### src/rtl/signed_sum_arbiter.sv
// signed_sum_arbiter: round-robin access for NUM_REQ requesters to one shared 4-operand signed adder.
// Build with `SUM_ARB_OVF_COUNT_EN defined to add a saturating ovf_count output.
module signed_sum_arbiter #(
    parameter int NUM_REQ = 4,
    parameter int WIDTH   = 4,
    parameter int ID_W    = 2
) (
    input  logic                         clk,
    input  logic                         rst_n,
    input  logic [NUM_REQ-1:0]           req,
    input  logic [NUM_REQ*4*WIDTH-1:0]   ops,
    output logic [NUM_REQ-1:0]           grant,
    output logic [WIDTH-1:0]             add_a,
    output logic [WIDTH-1:0]             add_b,
    output logic [WIDTH-1:0]             add_c,
    output logic [WIDTH-1:0]             add_d,
    input  logic [WIDTH-1:0]             add_sum,
    input  logic                         add_ovf,
    output logic [WIDTH-1:0]             sum_out,
    output logic                         ovf_out,
    output logic                         done,
    output logic [ID_W-1:0]              done_id,
`ifdef SUM_ARB_OVF_COUNT_EN
    output logic [7:0]                   ovf_count,
`endif
    output logic                         busy
);

    localparam logic [1:0] IDLE  = 2'd0;
    localparam logic [1:0] DRIVE = 2'd1;
    localparam logic [1:0] EVAL  = 2'd2;
    localparam logic [1:0] RESP  = 2'd3;

    logic [1:0]         state;
    logic [ID_W-1:0]    rr_ptr;
    logic [ID_W-1:0]    gid;
    logic [ID_W-1:0]    pick;
    logic [ID_W:0]      cand;
    logic               found;
    logic [4*WIDTH-1:0] slice [NUM_REQ];

    for (genvar i = 0; i < NUM_REQ; i++) begin : g_slice
        assign slice[i] = ops[i*4*WIDTH +: 4*WIDTH];
    end

    // First set request at or after rr_ptr, wrapping modulo NUM_REQ.
    always_comb begin
        found = 1'b0;
        pick  = '0;
        cand  = '0;
        for (int k = 0; k < NUM_REQ; k++) begin
            cand = {1'b0, rr_ptr} + (ID_W+1)'(k);
            if (cand >= (ID_W+1)'(NUM_REQ))
                cand = cand - (ID_W+1)'(NUM_REQ);
            if (!found && req[cand[ID_W-1:0]]) begin
                found = 1'b1;
                pick  = cand[ID_W-1:0];
            end
        end
    end

    assign busy = (state != IDLE);

    always_ff @(posedge clk) begin
        if (!rst_n) begin
            state   <= IDLE;
            rr_ptr  <= '0;
            gid     <= '0;
            grant   <= '0;
            add_a   <= '0;
            add_b   <= '0;
            add_c   <= '0;
            add_d   <= '0;
            sum_out <= '0;
            ovf_out <= 1'b0;
            done    <= 1'b0;
            done_id <= '0;
`ifdef SUM_ARB_OVF_COUNT_EN
            ovf_count <= '0;
`endif
        end else begin
            done <= 1'b0;
            unique case (state)
                IDLE: begin
                    if (found) begin
                        grant <= NUM_REQ'(1) << pick;
                        gid   <= pick;
                        {add_d, add_c, add_b, add_a} <= slice[pick];
                        state <= DRIVE;
                    end
                end
                DRIVE: state <= EVAL;
                EVAL: begin
                    if (req[gid]) begin
                        sum_out <= add_sum;
                        ovf_out <= add_ovf;
                        done_id <= gid;
                        state   <= RESP;
                    end else begin
                        grant <= '0;
                        state <= IDLE;
                    end
                end
                RESP: begin
                    done  <= 1'b1;
                    grant <= '0;
                    state <= IDLE;
                    if (gid == ID_W'(NUM_REQ-1))
                        rr_ptr <= '0;
                    else
                        rr_ptr <= gid + 1'b1;
`ifdef SUM_ARB_OVF_COUNT_EN
                    if (ovf_out && ovf_count != 8'hFF)
                        ovf_count <= ovf_count + 8'd1;
`endif
                end
                default: state <= IDLE;
            endcase
        end
    end

endmodule

### config.mk
export PLATFORM = sky130hd
export DESIGN_NAME = signed_sum_arbiter
export DESIGN_NICKNAME = d
export VERILOG_FILES = /design/src/rtl/signed_sum_arbiter.sv
export SDC_FILE = /design/constraint.sdc
export NUM_CORES = 1
export LEC_CHECK = 0
export BUFFER_PORTS_ARGS = -buffer_cell sky130_fd_sc_hd__buf_4
export CAP_MARGIN = 20
export CORE_UTILIZATION = 40
export DETAILED_ROUTE_END_ITERATION = 6
export GPL_ROUTABILITY_DRIVEN = 0
export HOLD_SLACK_MARGIN = 0.1
export PLACE_DENSITY = 0.8
export SYNTH_ARGS = -nofsm -noshare
export SYNTH_HDL_FRONTEND = slang
export SYNTH_SLANG_ARGS = --single-unit
### constraint.sdc
create_clock -name clk -period 2.1 [get_ports clk]
set_input_delay 0.21 -clock clk [delete_from_list [all_inputs] [get_ports clk]]
set_output_delay 0.21 -clock clk [all_outputs]
set_load 0.05 [all_outputs]
# ---- Word level (Yosys, flattened, before mapping)
# Cells that the tools add are included.
dict set report classes {
  bitwise 1
  magnitude_cmp 10
  shifts 1
  muxes 33
  reduce_logical 12
  n_eq_ne 6
  addsub 8
}
# operator n
set op_table {}
lappend op_table {{binary-select mux 16 bit (select 2 bit)} 1}
lappend op_table {{two-way mux 16 bit} 2}
lappend op_table {{two-way mux 2 bit} 11}
lappend op_table {{less-than comparator 2 x 3 -> 1 bit (second input constant)} 5}
lappend op_table {{>= comparator 3 bit (second input constant)} 4}
lappend op_table {{case mux 4 bit (3 select lines)} 1}
lappend op_table {{binary-select mux 1 bit (select 2 bit)} 5}
lappend op_table {{two-way mux 1 bit} 10}
lappend op_table {{two-way mux 4 bit} 2}
lappend op_table {{case mux 2 bit (4 select lines)} 1}
lappend op_table {{subtractor 2 x 1 -> 2 bit (second input constant)} 4}
lappend op_table {{adder 2 x 2 -> 3 bit (second input constant)} 2}
lappend op_table {{equality test 2 bit (second input constant)} 3}
lappend op_table {{inequality test 2 bit (second input constant)} 2}
lappend op_table {{AND reduction 2 bit} 2}
lappend op_table {{left shift 1 x 2 -> 4 bit (first input constant)} 1}
lappend op_table {{adder 2 x 1 -> 3 bit (second input constant)} 1}
lappend op_table {{>= comparator 2 x 3 -> 1 bit (second input constant)} 1}
lappend op_table {{logical AND 1 bit} 3}
lappend op_table {{zero test 1 bit} 3}
lappend op_table {{NOT 2 -> 3 bit} 1}
lappend op_table {{AND reduction 3 bit} 1}
lappend op_table {{nonzero test 3 bit} 1}
lappend op_table {{adder 2 x 1 -> 2 bit (second input constant)} 1}
lappend op_table {{other kinds (3)} 3}
dict set report word_totals {
  wordCells 83
  input_bits 75
  reg_bits 34
  out_inout_bits 29
}

# ---- Depth between registers and ports, before layout
# Gate-level depths: netlist (run 1).
dict set report depth {
  depth_word 18
  ltp_mapped 8
}

# ---- Worst setup path before layout (run 1)
# OpenSTA, ideal clock, no wires.
dict set report synth_timing {
  path_type {register to register}
  from {register state[0]}
  to {register add_a[0]}
  required_ns 1.973
  slack_ns 0.282
  stages_incl_launch_ff 6
  path_buffers 1
  period_less_slack_ns 1.818
  arrival_time_ns 1.691
  path_cell_list {dfxtp_1 or2_1 or2_2 nor2_4 buf_4 a221oi_2}
}
dict set report synth_via {
  elab_chain_len 2
}
# item line_no
set synth_rtl {}
lappend synth_rtl {{from (decl)} 34} ;# logic [1:0] state;
lappend synth_rtl {{from (signal assigned)} 66} ;# state <= IDLE;
lappend synth_rtl {{from (signal assigned)} 89} ;# state <= DRIVE;
lappend synth_rtl {{from (signal assigned)} 92} ;# DRIVE: state <= EVAL;
lappend synth_rtl {{zero test 2 bit} 83} ;# unique case (state)
lappend synth_rtl {{AND reduction 2 bit (no source line)} --}
lappend synth_rtl {{to (signal assigned)} 88} ;# {add_d, add_c, add_b, add_a} <= slice[pick];
lappend synth_rtl {{to (decl)} 13} ;# output logic [WIDTH-1:0] add_a,
# Every way passes these cells.
# A chain may end at the register's enable or synchronous reset.

# ---- Final worst setup path (run 1)
dict set report layout_timing {
  from {register rr_ptr[1]}
  to {register add_d[3]}
}
dict set report layout_via {
  elab_chain_len 18
}
# item line_no
set layout_rtl {}
lappend layout_rtl {{from (decl)} 35} ;# logic [ID_W-1:0] rr_ptr;
lappend layout_rtl {{from (signal assigned)} 111} ;# rr_ptr <= gid + 1'b1;
lappend layout_rtl {{branches (longest 18 deep; another with adder 2 x 1 -> 3 bit)} --}
lappend layout_rtl {{to (signal assigned)} 88}
lappend layout_rtl {{to (decl)} 16} ;# output logic [WIDTH-1:0] add_d,
# Parallel ways; which one is timed is not known. The select of a mux whose other input is x is not followed.

==> impl_metrics.csv, run 1 <==
group,metric,value,unit
power_and_ir_drop,peakVddDrop,450,uV
cts,cts_max_level,2,
cells_and_area,final_common_cell,"buf_4",
sta,slew_headroom,60.0,%
sta,timing.final.crit_period,1740,ps
sta,max_freq,574,MHz
setup_path,crit_required,2250,ps
drt,drt-initial-drc-count,72,
place,numPortBuffers,103,
outcome,failed_checks,"DRC",
outcome,status,"complete, but fails checks",
worst_hold_path,holdPathStages,3,
drt,vias,1724,
setup_path,arrival,1890,ps
drt,via_per_inst,5.26,
sta,timing.final.setup_violations,0,
synthesis,yosysUniqueCellTypes,35,
global_route,grt_pass1_vias,1756,
sta,finalMaxSlewViolations,0,
setup_path,crit_type,"flop to flop",
synthesis,synth_top_area_cell,"dfxtp_1",
cts,cts_resized,0,
worst_hold_path,min_from,"add_ovf",
global_route,grt_pass1_wl,8.23,mm
cells_and_area,mostFrequentLayoutCells,"105 x buf_4, 40 x mux2i_1, 34 x dfxtp_1",
cells_and_area,fill_cells,394,
synthesis,synth_area,1890,sq um
drt,avgRoutedWirePerCell,15.0,microns
cts,cts_tree,"yes",
sta,worst_slew_pin_slew,601,ps
global_route,grt_use_total,20.7,%
setup_path,crit_path_start,"rr_ptr[1]",
global_route,antenna_found_initial,0,
job,cap_violations,0,
synthesis,ys_warn_count,0,
cts,cts_hold_buffers,0,
synthesis,synthCells,174,
floorplan,coreArea,4440,sq um
synthesis,yosysSeqAreaShare,36.1,%
cells_and_area,fin_nets,351,
cts,clk_path_buf_depth,2,
setup_path,crit_path_start_kind,"flop",
setup_path,cp_cell_sequence,"mux2i_1 > nor2_1 > nor3_4 > buf_12 > mux2i_1 > a221oi_2",
cells_and_area,antenna_cells,0,
floorplan,io_pins,104,
place,place_inst,320,
cts,clk_pin_slew,80,ps
synthesis,syn_area_per_cell,10.8,sq um
floorplan,die-area,4990,sq um
drt,ant_nets,0,
cells_and_area,seq_area,681,sq um
setup_path,timing.rr.end,"add_d[3]",
sta,finalCritPeriodShare,82.9,%
setup_path,cp-end-kind,"flop",
global_route,grt.overflow.total,0,
place,dp_hpwl,3.51,mm
cells_and_area,synthToLayoutAreaGrowth,47.1,%
global_route,grt_max_degree,37,
cts,cts_buffers,5,
cts,cts_root_buf,"clkbuf_8",
sta,clock-skew-final,8.83,ps
setup_path,ff2ff_setup_slack,360,ps
setup_path,critical_path.top_delay_family,"multiplexers",
synthesis,yosys.area.top_type_share,36.1,%
setup_path,max_stage_delay,450,ps
setup_path,r2r-start,"rr_ptr[1]",
cells_and_area,fin_area,2770,sq um
sta,setup_tns,0,ps
drt,drcViolationCount,14,
cts,cts.sinks,34,
cts,clk_latency,290,ps
setup_path,path_max_fanout,36,
worst_hold_path,hold_end,"ovf_out",
cells_and_area,drive_gt1_share,49.6,%
floorplan,rows,24,
sta,finalHoldViolCount,0,
floorplan,fp.dieW,70.7,microns
synthesis,ys_seq_elements,34,
floorplan,die_h,70.7,microns
worst_hold_path,min_path_type,"input pin to flop",
setup_path,r2r_cells,6,
place,place_area,2660,sq um
synthesis,synthTopCellsByArea,"dfxtp_1 36%, mux2i_1 21%, a221oi_2 13%",
drt,first_pass_iters,6,
setup_path,cp.buffers_inverters,1,
drt,finalWirelength,4.91,mm
floorplan,start_util,42.4,%
cts,post_cts_buffers,0,
synthesis,syn_nets,250,
cells_and_area,multi_input_area,1080,sq um
power_and_ir_drop,power_density,783,nW/um^2
setup_path,path_common_cell,"mux2i_1",
sta,rsz0062_at_grt,"false",
setup_path,cp_slowest_cell,"dfxtp_1",
power_and_ir_drop,power_leakage,1.23,nW
cells_and_area,stdcell_count,328,
==> per-layer routing <==
metal / GRT usage, % / part of all wire [%] / vias up
li1: - / - / 865
met1: 24.0 / 40 / 793
met2: 36.5 / 52 / 55
met3: 5.13 / 5.7 / 11
met4: 8.67 / 2.2 / 0
met5: 0 / 0 / -
==> sequential cells by signal, indices dropped and copies added (netlist names), 2 cells and up <==
| name | cells |
|---|---|
| done_id | 2 |
| add_d | 4 |
| add_c | 4 |
| add_b | 4 |
| gid | 2 |
| add_a | 4 |
| grant | 4 |
| state | 2 |
| rr_ptr | 2 |
| sum_out | 4 |
==> synth_stat cells (all sizes together) <==
library cell and count:
mux2 1, a32o 4, nor4 1, clkbuf 5, nand2 6, o221a 1, nor2b 9, nand3 1
nor3 2, buf 8, ha 1, mux2i 40, a21oi 6, o21a 5, a21boi 3, or2 2
a221oi 16, o22a 1, and3 1, inv 2, dfxtp 34, nor2 6, o21ai 16, nand2b 3
==> layout make-up <==
cell class | count | area share, %
Clock buffer | 6 | 2.62
Sequential cell | 34 | 24.5
Multi-Input combinational cell | 125 | 39.0
Inverter | 2 | 0.271
Tap cell | 52 | 2.35
Timing Repair Buffer | 107 | 29.9
Clock inverter | 2 | 1.35
==> kinds of logic (layout without fill, tap and decap cells) <==
| kind of cell | Yosys count | count (layout) | share of synthesized area [%] |
|---|---|---|---|
| AO/OA/AOI/OAI | 52 | 52 | 25.0 |
| flip-flops | 34 | 34 | 36.1 |
| AND/OR/NAND/NOR | 31 | 31 | 9.62 |
| adder cells (fa/ha/maj) | 1 | 1 | 0.663 |
| buffers and inverters | 15 | 117 | 6.83 |
| multiplexers | 41 | 41 | 21.8 |
==> worst max path at each step <==
stage / endpoint / slack, ps / depth (start not counted)
after floorplan: add_a[0] / 280 / 5
after global placement: add_d[1] / 390 / 6
after detailed placement: add_d[3] / 360 / 6
after CTS: add_d[3] / 360 / 6
after global routing: add_d[3] / 260 / 6
final: add_d[3] / 360 / 6
==> through the flow <==
stage               hold WS (ps)  setup WS, ps  power (mW)  utilization (%)
finish                       185           359        2.17             62.4
global route                 189           257        2.28             62.4
CTS                          179           360        2.19             62.4
detailed placement           460           363        1.59             59.9
global placement             451           394        1.58             59.9
floorplan                    374           282        1.31                -
==> worst reg2reg max path: stages (launching register included) <==
cell and delay (ps):
dfxtp_1 450, mux2i_1 220, nor2_1 80, nor3_4 200, buf_12 260, mux2i_1 310, a221oi_2 90
==> power breakdown <==
part           internal (mW)  switching [mW]
sequential             0.716          0.0457
clock                  0.354           0.246
combinational          0.332           0.478
Power figures use the tool's default switching activity.
==> inputs of run 2 (changes only) <==
--- a/config.mk
+++ b/config.mk
@@ -5,13 +5,14 @@
 export SDC_FILE = /design/constraint.sdc
 export NUM_CORES = 1
 export LEC_CHECK = 0
+export ABC_AREA = 1
 export BUFFER_PORTS_ARGS = -buffer_cell sky130_fd_sc_hd__buf_4
 export CAP_MARGIN = 20
 export CORE_UTILIZATION = 40
 export DETAILED_ROUTE_END_ITERATION = 6
 export GPL_ROUTABILITY_DRIVEN = 0
 export HOLD_SLACK_MARGIN = 0.1
-export PLACE_DENSITY = 0.8
+export PLACE_DENSITY = 0.78
 export SYNTH_ARGS = -nofsm -noshare
 export SYNTH_HDL_FRONTEND = slang
 export SYNTH_SLANG_ARGS = --single-unit
==> constraint.sdc (replaced) <==
create_clock -name clk -period 1.7 [get_ports clk]
set_input_delay 0.17 -clock clk [delete_from_list [all_inputs] [get_ports clk]]
set_output_delay 0.17 -clock clk [all_outputs]
set_load 0.05 [all_outputs]
==> run 2 against run 1 <==
Net effect:
- the run ends with setup timing left
- global-route usage grew 2.5 points
- maximum frequency decreased by 9.3%
- utilization rose by 5.5 points
- synthesized cell count up 100%
- routed wire length is 35% higher
- first-iteration DRC count up 130%
- critical path type unchanged
- highest routed layer unchanged
==> impl_metrics.csv, run 2 <==
group,metric,value,unit
cts,clk_pin_slew,70,ps
power_and_ir_drop,power.total,4.19,mW
synthesis,yosysUniqueCellTypes,19,
cells_and_area,fin_nets,546,
sta,worst_slew_pin_slew,468,ps
cells_and_area,post-route-util,67.9,%
cts,cts_max_level,2,
synthesis,syn_area_per_cell,5.97,sq um
floorplan,die_h,74.3,microns
drt,via_per_inst,5.06,
sta,fin_ws,-221,ps
place,numPortBuffers,103,
drt,first_pass_iters,4,
cts,cts_buffers,5,
drt,avgRoutedWirePerCell,12.3,microns
setup_path,crit_required,1870,ps
floorplan,start_util,42.8,%
job,cap_violations,0,
sta,timing.final.crit_period,1920,ps
global_route,grt_use_total,23.2,%
sta,timing.final.setup_violations,22,
cts,cts.sinks,34,
sta,rsz0062_at_grt,"true",
drt,routed-wl-met2,3.28,mm
floorplan,rows,25,
sta,finalMaxSlewViolations,0,
cts,clk_path_buf_depth,2,
synthesis,yosys.area.top_type_share,32.6,%
floorplan,io_pins,104,
worst_hold_path,min_path_type,"input pin to flop",
synthesis,ys_warn_count,0,
synthesis,synthArstFlopShare,0,%
cells_and_area,mostFrequentLayoutCells,"125 x buf_4, 107 x nand2_1, 53 x nand3_1",
setup_path,arrival,2090,ps
place,dp_hpwl,4.66,mm
setup_path,cp-end-kind,"flop",
synthesis,synthTopCellsByCount,"116 x nand2_1, 58 x nand3_1, 41 x nor2_1",
cells_and_area,fin_area,3310,sq um
synthesis,ys.flop_type,"dfxtp_1",
sta,finalHoldViolCount,0,
synthesis,ys_seq_elements,34,
sta,clock-skew-final,3.99,ps
drt,drt-initial-drc-count,165,
synthesis,synth-edff-count,0,
global_route,grt_pass1_wl,10.0,mm
outcome,status,"complete, but fails checks",
setup_path,path_max_fanout,24,
synthesis,syn_nets,426,
cells_and_area,antenna_cells,0,
cells_and_area,final_common_cell,"buf_4",
power_and_ir_drop,power_density,1260,nW/um^2
power_and_ir_drop,power_leakage,1.73,nW
synthesis,synth_area,2090,sq um
floorplan,die-area,5510,sq um
drt,routed.top_layer,"met4",
cells_and_area,synthToLayoutAreaGrowth,58.7,%
synthesis,synth.most_common_cell,"nand2_1",
synthesis,yosysSeqAreaShare,32.6,%
global_route,grt_max_degree,25,
global_route,grt.overflow.total,0,
sta,finalCritPeriodShare,113,%
drt,wl_met3,488,microns
floorplan,fp.dieW,74.3,microns
drt,finalWirelength,6.64,mm
global_route,grt_pass1_vias,2375,
cts,cts_root_buf,"clkbuf_8",
drt,met1_length,2.70,mm
setup_path,crit_path_start_kind,"flop",
outcome,failed_checks,"setup timing",
setup_path,crit_type,"flop to flop",
synthesis,synthTopCellsByArea,"dfxtp_1 33%, nand2_1 21%, nand3_1 14%",
cts,clk_latency,280,ps
cells_and_area,drive_gt1_share,36.5,%
drt,vias,2720,
synthesis,synth_top_area_cell,"dfxtp_1",
floorplan,coreArea,4880,sq um
synthesis,synthCells,350,
cts,cts_hold_buffers,0,
global_route,antenna_found_initial,0,
power_and_ir_drop,peakVddDrop,554,uV
place,place_area,3040,sq um
sta,max_freq,521,MHz
cts,cts_tree,"yes",
sta,slew_headroom,68.8,%
drt,drcViolationCount,0,
drt,ant_nets,0,
==> run 2: kinds of logic after synthesis <==
group,count (synthesis),synth area share [%]
compound gates,44,10.5
fa+ha+maj,1,0.599
buf+inv,47,11.0
flops,34,32.6
simple gates,224,45.2
==> run 2: path summary, 6_finish.rpt <==
path / from / end / slack, ps / cells after the start
hold reg to reg: ovf_out / ovf_out / 440 / 2
setup reg to reg: rr_ptr[0] / add_b[0] / -220 / 13
setup / recovery: rr_ptr[0] / add_b[0] / -220 / 13
hold / removal: add_sum[0] / sum_out[0] / 170 / 3
==> run 2: stage by stage <==
stage	instances	hold slack, ps	setup slack, ps	TNS (ps)
floorplan	350	363	2.08	0
global placement	523	432	-176	-2240
detailed placement	523	435	-211	-3390
CTS	536	166	-146	-2690
global route	538	176	-352	-6800
finish	538	168	-221	-3870
==> run 2: per-layer routing <==
metal | GRT usage [%] | up-vias
li1 | - | 1362
met1 | 27.8 | 1209
met2 | 40.0 | 128
met3 | 5.15 | 21
met4 | 9.85 | 0
met5 | 0 | -
==> run 2: final cells by class <==
type / count / area [sq um]
fill: 414 / 1570
multi-input combinational: 269 / 1260
timing repair buffer: 131 / 1080
sequential: 34 / 686
inverter: 28 / 110
clock buffer: 7 / 86.3
tap: 67 / 83.8
timing repair inverter: 1 / 7.51
clock inverter: 1 / 5.00
==> run 2: critical path, stage by stage, from the launching register on <==
cell and delay [ps]:
dfxtp_4 390, clkinvlp_4 140, nand2_1 110, nand2_2 70, nand2_2 80, nand2_2 70
nor2_4 130, nand2_1 60, or2_1 230, nand2_2 100, inv_4 60, buf_12 150
o21ai_0 150, nor2_1 70
==> run 2: repair_timing <==
item	in CTS	in global routing
setup endpoints to repair	22	22
setup buffers	3	1
pin swaps	13	15
resized for setup	20	19
cloned	2	1
==> run 2: power breakdown <==
group / total (mW) / switching (mW) / internal [mW]
logic: 2.47 / 1.49 / 0.975
clock network: 0.615 / 0.289 / 0.327
registers: 1.11 / 0.130 / 0.975
==> inputs of run 3 (changes only) <==
--- a/config.mk
+++ b/config.mk
@@ -5,14 +5,14 @@
 export SDC_FILE = /design/constraint.sdc
 export NUM_CORES = 1
 export LEC_CHECK = 0
-export ABC_AREA = 1
+export ABC_AREA = 0
 export BUFFER_PORTS_ARGS = -buffer_cell sky130_fd_sc_hd__buf_4
 export CAP_MARGIN = 20
 export CORE_UTILIZATION = 40
 export DETAILED_ROUTE_END_ITERATION = 6
 export GPL_ROUTABILITY_DRIVEN = 0
 export HOLD_SLACK_MARGIN = 0.1
-export PLACE_DENSITY = 0.78
+export PLACE_DENSITY = 0.8
 export SYNTH_ARGS = -nofsm -noshare
 export SYNTH_HDL_FRONTEND = slang
 export SYNTH_SLANG_ARGS = --single-unit
==> run 3 against run 2 <==
Net effect:
- the flow finishes with violations (DRC, setup timing)
- flip-flop and latch count did not move
- die area shrank 9.5%
- non-clock buffer count is 12 lower
- maximum frequency increased by 13%
- cell area is 7.1% lower
- sequential power fell by 16%
- register-to-register slack improved by 210 ps
- routed wire length shrank 11%
- sequential share of layout area up 1.5 points
- clock power decreased by 7.6%
- hold slack worse by 27 ps
- worst setup slack better by 210 ps
- largest cell class unchanged
==> impl_metrics.csv, run 3 (synthesis results as in run 1) <==
group,metric,value,unit
drt,first_pass_iters,6,
setup_path,crit_required,1860,ps
cells_and_area,mostFrequentLayoutCells,"111 x buf_4, 33 x dfxtp_1, 21 x mux2i_1",
drt,drcViolationCount,14,
floorplan,die_h,70.7,microns
sta,clock-skew-final,3.81,ps
floorplan,start_util,42.4,%
setup_path,ff2ff_setup_slack,-6,ps
setup_path,cp_slowest_cell,"dfxtp_4",
sta,finalCritPeriodShare,100,%
sta,finalMaxSlewViolations,0,
place,dp_slack,-21.3,ps
floorplan,rows,24,
cells_and_area,antenna_cells,0,
cts,clk_latency,280,ps
global_route,grt_max_degree,36,
power_and_ir_drop,power.total,2.69,mW
sta,slew_headroom,74.6,%
global_route,grt_pass1_wl,8.21,mm
place,place_inst,325,
power_and_ir_drop,power_leakage,1.32,nW
cts,cts_max_level,2,
global_route,antenna_found_initial,0,
drt,via_per_inst,5.53,
floorplan,die-area,4990,sq um
drt,avgRoutedWirePerCell,17.4,microns
sta,worst_slew_pin_slew,377,ps
floorplan,coreArea,4440,sq um
setup_path,cp-end-kind,"flop",
cts,cts.sinks,34,
power_and_ir_drop,clkPwrFrac,21.1,%
global_route,grt.overflow.total,0,
setup_path,crit_type,"flop to flop",
cts,cts_tree,"yes",
power_and_ir_drop,sw_frac_of_total,37.6,%
setup_path,max_stage_delay,380,ps
sta,rsz0062_at_grt,"true",
place,numPortBuffers,103,
drt,vias,1875,
global_route,grt_pass1_vias,1745,
drt,finalWirelength,5.88,mm
setup_path,cp_cell_sequence,"mux2i_2 > nor2_2 > nor3_4 > buf_6 > clkbuf_16 > mux2i_4 > a221oi_2",
drt,ant_nets,0,
setup_path,crit_path_start_kind,"flop",
cells_and_area,final_common_cell,"buf_4",
setup_path,path_max_fanout,6,
cts,clk_pin_slew,70,ps
cells_and_area,post-route-util,69.2,%
power_and_ir_drop,power_density,874,nW/um^2
outcome,failed_checks,"DRC, setup timing",
power_and_ir_drop,comb_power_share,44.1,%
outcome,status,"complete, but fails checks",
power_and_ir_drop,peakVddDrop,549,uV
floorplan,fp.dieW,70.7,microns
place,dp_hpwl,3.65,mm
floorplan,io_pins,104,
sta,timing.final.crit_period,1710,ps
sta,max_freq,586,MHz
cts,cts_root_buf,"clkbuf_8",
cts,cts_hold_buffers,0,
job,cap_violations,0,
drt,drt-initial-drc-count,98,
sta,timing.final.setup_violations,3,
cells_and_area,fin_nets,363,
power_and_ir_drop,switching_power,1.01,mW
cells_and_area,stdcell_count,339,
sta,fin_ws,-6.13,ps
sta,whs,141,ps
power_and_ir_drop,pwr-share-seq,34.7,%
cells_and_area,drive_gt1_share,59.9,%
cells_and_area,synthToLayoutAreaGrowth,63.2,%
cts,clk_path_buf_depth,2,
cts,cts_buffers,5,
sta,finalHoldViolCount,0,
power_and_ir_drop,p_int,1.68,mW
global_route,grt_use_total,21.3,%
worst_hold_path,min_path_type,"input pin to flop",
setup_path,arrival,1860,ps
cells_and_area,fill_cells,334,
[run 3: stage by stage]
step           cell area (sq um)  TNS, ps
2_1_floorplan               1890        0
3_3_place_gp                2700        0
3_5_place_dp                2700    -42.3
4_1_cts                     2800        0
5_1_grt                     3080     -967
6_report                    3080    -13.0
[run 3: worst max-delay path, delay by kind of cell (launching register included)]
family                 cells  cell delay, ps
DFF                        1             380
AOI/OAI and AO/OA          1              90
buffers and inverters      2             340
muxes                      2             460
and+or+nand+nor            2             290
[run 3: layout make-up]
class / instances / area, sq um / area share, %
Clock inverter: 2 / 10.0 / 0.325
Multi-Input combinational cell: 125 / 1280 / 41.5
Timing Repair Buffer: 119 / 965 / 31.4
Sequential cell: 34 / 684 / 22.2
Tap cell: 52 / 65.1 / 2.11
Inverter: 2 / 7.51 / 0.244
Clock buffer: 5 / 68.8 / 2.24
[run 3: timing repair]
action,in CTS,in global routing
endpoints found under the setup margin,16,18
setup buffers,0,3
cloned,0,4
gates resized for setup,5,34
pin swaps,0,5
[run 3: path summary, 6_finish.rpt]
check / endpoint / start / depth (start not counted)
hold reg to reg: grant[1] / grant[1] / 1
setup / recovery: add_d[1] / rr_ptr[1] / 7
setup reg to reg: add_d[1] / rr_ptr[1] / 7
hold / removal: sum_out[3] / add_sum[3] / 3
[run 3: power groups by stage]
stage / clock, mW / combinational [mW] / sequential [mW]
after floorplan: 0 / 0.414 / 1.21
after global placement: 0 / 1.03 / 0.947
after detailed placement: 0 / 1.04 / 0.947
after CTS: 0.574 / 1.06 / 0.932
after global routing: 0.615 / 1.24 / 0.943
final: 0.568 / 1.19 / 0.934
[run 3: per-layer routing]
layer | global-route usage [%] | wire length, microns | part of all wire (%)
met4 | 9.78 | 151 | 2.6
met5 | 0 | 0 | 0
met3 | 4.27 | 331 | 5.6
met2 | 39.3 | 3240 | 55
met1 | 23.6 | 2160 | 37
